<file path="config.mk">
export PLATFORM = sky130hd
export DESIGN_NAME = core_biu_arbiter
export DESIGN_NICKNAME = d
export VERILOG_FILES = /design/src/rtl/core_biu_arbiter.sv
export SDC_FILE = /design/constraint.sdc
export NUM_CORES = 1
export LEC_CHECK = 0
export CAP_MARGIN = 0
export CORE_AREA = 2 2 109 111
export CTS_CLUSTER_DIAMETER = 100
export DETAILED_ROUTE_END_ITERATION = 8
export DIE_AREA = 0 0 111 113
export PLACE_DENSITY = 0.87
export SYNTH_ARGS = -nofsm -noshare
export SYNTH_HDL_FRONTEND = slang
export SYNTH_SLANG_ARGS = --single-unit
</file>
<file path="constraint.sdc">
create_clock -name clk -period 5.94 [get_ports clk]
set_clock_uncertainty 0.15 [all_clocks]
set_input_delay 1.188 -clock clk [delete_from_list [all_inputs] [get_ports clk]]
set_output_delay 1.188 -clock clk [all_outputs]
set_load 0.03 [all_outputs]
</file>
<file path="src/rtl/core_biu_arbiter.sv">
// core_biu_arbiter: IFU/LSU arbiter onto a single-outstanding memory request port
module core_biu_arbiter #(
  parameter int XLEN         = 32,
  parameter int WMASK_W      = 4,
  parameter int STARVE_LIMIT = 4
) (
  input  logic               clk,
  input  logic               rst_n,
  input  logic               ifu_req_valid_i,
  output logic               ifu_req_ready_o,
  input  logic [XLEN-1:0]    ifu_req_addr_i,
  input  logic               ifu_flush_i,
  output logic               ifu_rsp_valid_o,
  output logic [XLEN-1:0]    ifu_rsp_data_o,
  input  logic               lsu_req_valid_i,
  output logic               lsu_req_ready_o,
  input  logic [XLEN-1:0]    lsu_req_addr_i,
  input  logic [XLEN-1:0]    lsu_req_wdata_i,
  input  logic [WMASK_W-1:0] lsu_req_wmask_i,
  input  logic               lsu_req_wen_i,
  output logic               lsu_rsp_valid_o,
  output logic [XLEN-1:0]    lsu_rsp_data_o,
  output logic               mem_req_valid_o,
  input  logic               mem_req_ready_i,
  output logic [XLEN-1:0]    mem_addr_o,
  output logic [XLEN-1:0]    mem_wdata_o,
  output logic [WMASK_W-1:0] mem_wmask_o,
  output logic               mem_wen_o,
  input  logic               mem_rsp_valid_i,
  input  logic [XLEN-1:0]    mem_rsp_data_i
);
  typedef enum logic [1:0] {IDLE, REQ, WAIT} state_e;
  localparam logic [3:0] LIMIT = 4'(STARVE_LIMIT);
  state_e             state_q, state_d;
  logic [3:0]         starve_q, starve_d;
  logic               drop_q, drop_d;
  logic               owner_q, owner_d;
  logic [XLEN-1:0]    addr_q, addr_d, wdata_q, wdata_d;
  logic [WMASK_W-1:0] wmask_q, wmask_d;
  logic               wen_q, wen_d;
  logic               ifu_ok, lsu_win, ifu_win, rsp_fire;
  // owner_q is 1 for an IFU transaction; ready is gated by rst_n so it stays low during reset
  assign ifu_ok          = ifu_req_valid_i & ~ifu_flush_i;
  assign lsu_win         = rst_n & (state_q == IDLE) & lsu_req_valid_i & ~(ifu_ok & (starve_q == LIMIT));
  assign ifu_win         = rst_n & (state_q == IDLE) & ifu_ok & ~lsu_win;
  assign rsp_fire        = (state_q == WAIT) & mem_rsp_valid_i;
  assign ifu_req_ready_o = ifu_win;
  assign lsu_req_ready_o = lsu_win;
  assign mem_req_valid_o = state_q == REQ;
  assign mem_addr_o      = addr_q;
  assign mem_wdata_o     = wdata_q;
  assign mem_wmask_o     = wmask_q;
  assign mem_wen_o       = wen_q;
  assign ifu_rsp_valid_o = rsp_fire & owner_q & ~drop_q & ~ifu_flush_i;
  assign lsu_rsp_valid_o = rsp_fire & ~owner_q;
  assign ifu_rsp_data_o  = ifu_rsp_valid_o ? mem_rsp_data_i : '0;
  assign lsu_rsp_data_o  = lsu_rsp_valid_o ? mem_rsp_data_i : '0;
  // next state: grant and latch in IDLE, hand off in REQ, retire in WAIT (latched fields cleared on retire)
  always_comb begin
    state_d  = state_q;
    starve_d = starve_q;
    drop_d   = drop_q;
    owner_d  = owner_q;
    addr_d   = addr_q;
    wdata_d  = wdata_q;
    wmask_d  = wmask_q;
    wen_d    = wen_q;
    if (lsu_win) begin
      state_d  = REQ;
      owner_d  = 1'b0;
      addr_d   = lsu_req_addr_i;
      wdata_d  = lsu_req_wdata_i;
      wmask_d  = lsu_req_wmask_i;
      wen_d    = lsu_req_wen_i;
      starve_d = (ifu_ok && starve_q < LIMIT) ? starve_q + 4'd1 : starve_q;
    end else if (ifu_win) begin
      state_d  = REQ;
      owner_d  = 1'b1;
      addr_d   = ifu_req_addr_i;
      wdata_d  = '0;
      wmask_d  = '0;
      wen_d    = 1'b0;
      starve_d = '0;
    end else if (state_q == REQ && mem_req_ready_i) begin
      state_d = WAIT;
    end else if (rsp_fire) begin
      state_d = IDLE;
      drop_d  = 1'b0;
      addr_d  = '0;
      wdata_d = '0;
      wmask_d = '0;
      wen_d   = 1'b0;
    end
    if (state_q != IDLE && state_d != IDLE && owner_q && ifu_flush_i) drop_d = 1'b1;
  end
  // state register with asynchronous reset that abandons any in-flight transaction
  always_ff @(posedge clk or negedge rst_n) begin
    if (!rst_n) begin
      state_q  <= IDLE;
      starve_q <= '0;
      drop_q   <= 1'b0;
      owner_q  <= 1'b0;
      addr_q   <= '0;
      wdata_q  <= '0;
      wmask_q  <= '0;
      wen_q    <= 1'b0;
    end else begin
      state_q  <= state_d;
      starve_q <= starve_d;
      drop_q   <= drop_d;
      owner_q  <= owner_d;
      addr_q   <= addr_d;
      wdata_q  <= wdata_d;
      wmask_q  <= wmask_d;
      wen_q    <= wen_d;
    end
  end
endmodule

</file>
==> results.yml <==
outcome:
  status: "finished, final reports clean"
timing:
  whs_ns: 0.348
  worst_slew_pin_tran_ns: 1.21
  setup-violations-final: 0
  finalCritPeriodShare_pct: 82.5
  rsz0062_at_grt: "no"
  timing.max_slew.rel_slack_pct: 19.2
  fin_crit_period_ns: 4.90
  timing.final.max_slew_violations: 0
  achievable-frequency_ghz: 0.204
  hold_viol_final: 0
  totalNegativeSetupSlack_ns: 0
global_route:
  global_route.overflow_total: 0
  antenna_found_initial: 0
  first_pass_grt_wire_length_mm: 19.4
  vias_in_the_first_global_route: 3787
  grt_max_degree: 79
  global_route.usage.total_pct: 19.5
clocking:
  cts_max_path_buffers: 2
  postCtsResizedCells: 0
  clock_tree_from_tritoncts: "built"
  insertion_delay_ns: 0.32
  clock-sinks: 77
  cts_root_buf: "sky130_fd_sc_hd__clkbuf_16"
  cts.repair_timing.setup_buffer_count: 0
  cts.reportedPaths.clkPinSlew_ns: 0.06
  numCtsBuffers: 9
  hold_buffers: 0
  htree_depth: 3
hold_path:
  hold_class: "reg2reg"
  worst_hold_path.num_cells: 1
synth:
  avgSynthCellArea_um2: 11.6
  synth.largest_area_cell: "sky130_fd_sc_hd__dfrtp_1"
  synthFlopType: "sky130_fd_sc_hd__dfrtp_1"
  ys_types: 29
  synth_edf_count: 0
  synth.ff_latch_count: 77
  postSynthCellCount: 307
  synth_area_um2: 3580
  ys_seq_area_share_pct: 53.9
  yosys_warnings: 0
  synth.most_common_cell: "sky130_fd_sc_hd__and2_1"
  netlist_top_cells_area: "sky130_fd_sc_hd__dfrtp_1, sky130_fd_sc_hd__and2_1, sky130_fd_sc_hd__a22o_1, sky130_fd_sc_hd__a221o_1, sky130_fd_sc_hd__and2_0"
  synth_nets: 449
  synth-async-reset-ratio_pct: 100
  synth_top_area_share_pct: 53.9
  synth_commonest_cells: "sky130_fd_sc_hd__and2_1, sky130_fd_sc_hd__dfrtp_1, sky130_fd_sc_hd__a22o_1, sky130_fd_sc_hd__a221o_1, sky130_fd_sc_hd__and2_0"
floorplan:
  die_w_um: 111
  fp-row-count: 39
  die_area_um2: 12500
  coreArea_um2: 11300
  die-height_um: 113
  io_pins: 278
  initial_core_util_pct: 31.7
finish:
  final_layout_size_suffix_gt1_share_pct: 5.00
  nNetsFinal: 718
  antenna-diode-count: 0
  synth_to_final_area_change_pct: 88.1
  layout.cell_area.non_filler_um2: 6730
  post_layout_instance_count_excluding_filler_cells: 723
  filler_instances: 912
worst_setup_path:
  worstPathArrival_ns: 3.56
  worst_ep_required_time_ns: 4.60
  worstPathCellList: "clkdlybuf4s50_1 -> nor2b_1 -> nand2_1 -> nor4b_4 -> buf_4 -> and2_1 -> clkdlybuf4s50_1"
  slowest_delay_ns: 0.69
  crit_path_frequent_cell: "sky130_fd_sc_hd__clkdlybuf4s50_1"
  rr_worst_depth: 5
  crit_path_max_fanout: 33
  startpoint_type: "input pin"
  slowest_stage: "sky130_fd_sc_hd__clkdlybuf4s50_1"
  criticalPathCategory: "in2out"
  worst_setup_path_end_kind: "output pin"
drt:
  routed-via-count: 3613
  route.detailed.wl_per_inst_um: 17.4
  detail_route.iter0.violations: 151
  drt_pass1_iterations: 4
  routed_wl_mm: 12.6
  ant_nets: 0
  drcViolationCount: 0
  via_per_inst: 5.00
pwr:
  powerDensity_nw_per_um2: 433
  ir_worst_vdd_v: 0.000275
  post-layout-total-power_mw: 2.92
  power.leakage_nw: 2.86
place:
  dp_hpwl_mm: 9.62
  placedCellCount: 708
  placement.cell_area_um2: 6450
  globalplace.congestion: 0.850
  port_buffers: 277
flow_run:
  cap_viol_max_count: 0
[cell type report]
class | instances | area, um2 | area share, %
repair buffers | 283 | 2820 | 41.9
flip-flops and latches | 77 | 1930 | 28.6
multi-input cells | 202 | 1520 | 22.6
clock buffers | 10 | 239 | 3.55
well taps | 143 | 179 | 2.66
clock inverters | 5 | 35.0 | 0.521
inverters | 3 | 11.3 | 0.167
[registers in the layout, summed over array words and instances (netlist names)]
signal and count:
mem_addr_o 32, mem_wdata_o 32, mem_wmask_o 4, starve_q 4, state_q 2, drop_q 1, mem_wen_o 1, owner_q 1
[cells by family after synthesis]
group           Yosys count  share of synthesized area, %
simple gates            118                          21.1
flops                    77                          53.9
buf+inv                  28                          3.81
compound gates           82                          20.5
fa+ha+maj                 2                         0.700
[metal layers]
metal / vias up / routed length, um / global-route usage [%] / part of all wire [%]
li1: 1638 / - / - / -
met1: 1762 / 4750 / 21.1 / 38
met2: 190 / 6580 / 36.2 / 52
met3: 23 / 906 / 4.87 / 7.2
met4: 0 / 311 / 8.25 / 2.5
met5: - / 0 / 0 / 0
[per-stage QoR]
stage	setup WS (ns)	util, %
2_1_floorplan	2.06	-
6_report	1.04	59.7
3_3_place_gp	1.19	57.2
4_1_cts	1.03	59.7
3_5_place_dp	1.05	57.2
5_1_grt	0.885	59.7
[cells in the final DEF, fill, tap and decap left out, drive strengths merged, types with 2 or more instances in the layout]
cell           instances
a21o                   2
a21oi                  5
a221o                 32
a22o                  37
and2                  96
and3                   2
buf                    7
clkbuf                10
clkdlybuf4s50        276
clkinv                 2
dfrtp                 77
ha                     2
inv                    5
nand2                  2
nand2b                 2
nor2                   8
nor2b                  4
o21ai                  2
[critical path: cells and delay by family]
family	cells	cell delay, ns
AND/OR/NAND/NOR	4	0.89
buffers and inverters	3	1.48
[path summary, 6_finish.rpt]
| path | slack, ns | start | to |
|---|---|---|---|
| max | 1.04 | mem_rsp_valid_i | ifu_rsp_data_o[11] |
| min | 0.35 | mem_wdata_o[9] | mem_wdata_o[9] |
| max reg2reg | 3.31 | state_q[1] | mem_addr_o[5] |
| min reg2reg | 0.35 | mem_wdata_o[9] | mem_wdata_o[9] |
| max in group asynchronous | 4.03 | rst_n | mem_addr_o[5] |
| min in group asynchronous | 0.97 | rst_n | starve_q[0] |
[power by group]
part	internal (mW)	leakage, nW	switching, mW	total [mW]
Clock	0.293	0.135	0.206	0.499
Combinational	0.697	1.72	0.823	1.52
Sequential	0.743	0.996	0.154	0.896
Total	1.73	2.86	1.18	2.92
No activity file was read; power rests on OpenSTA's default activity.
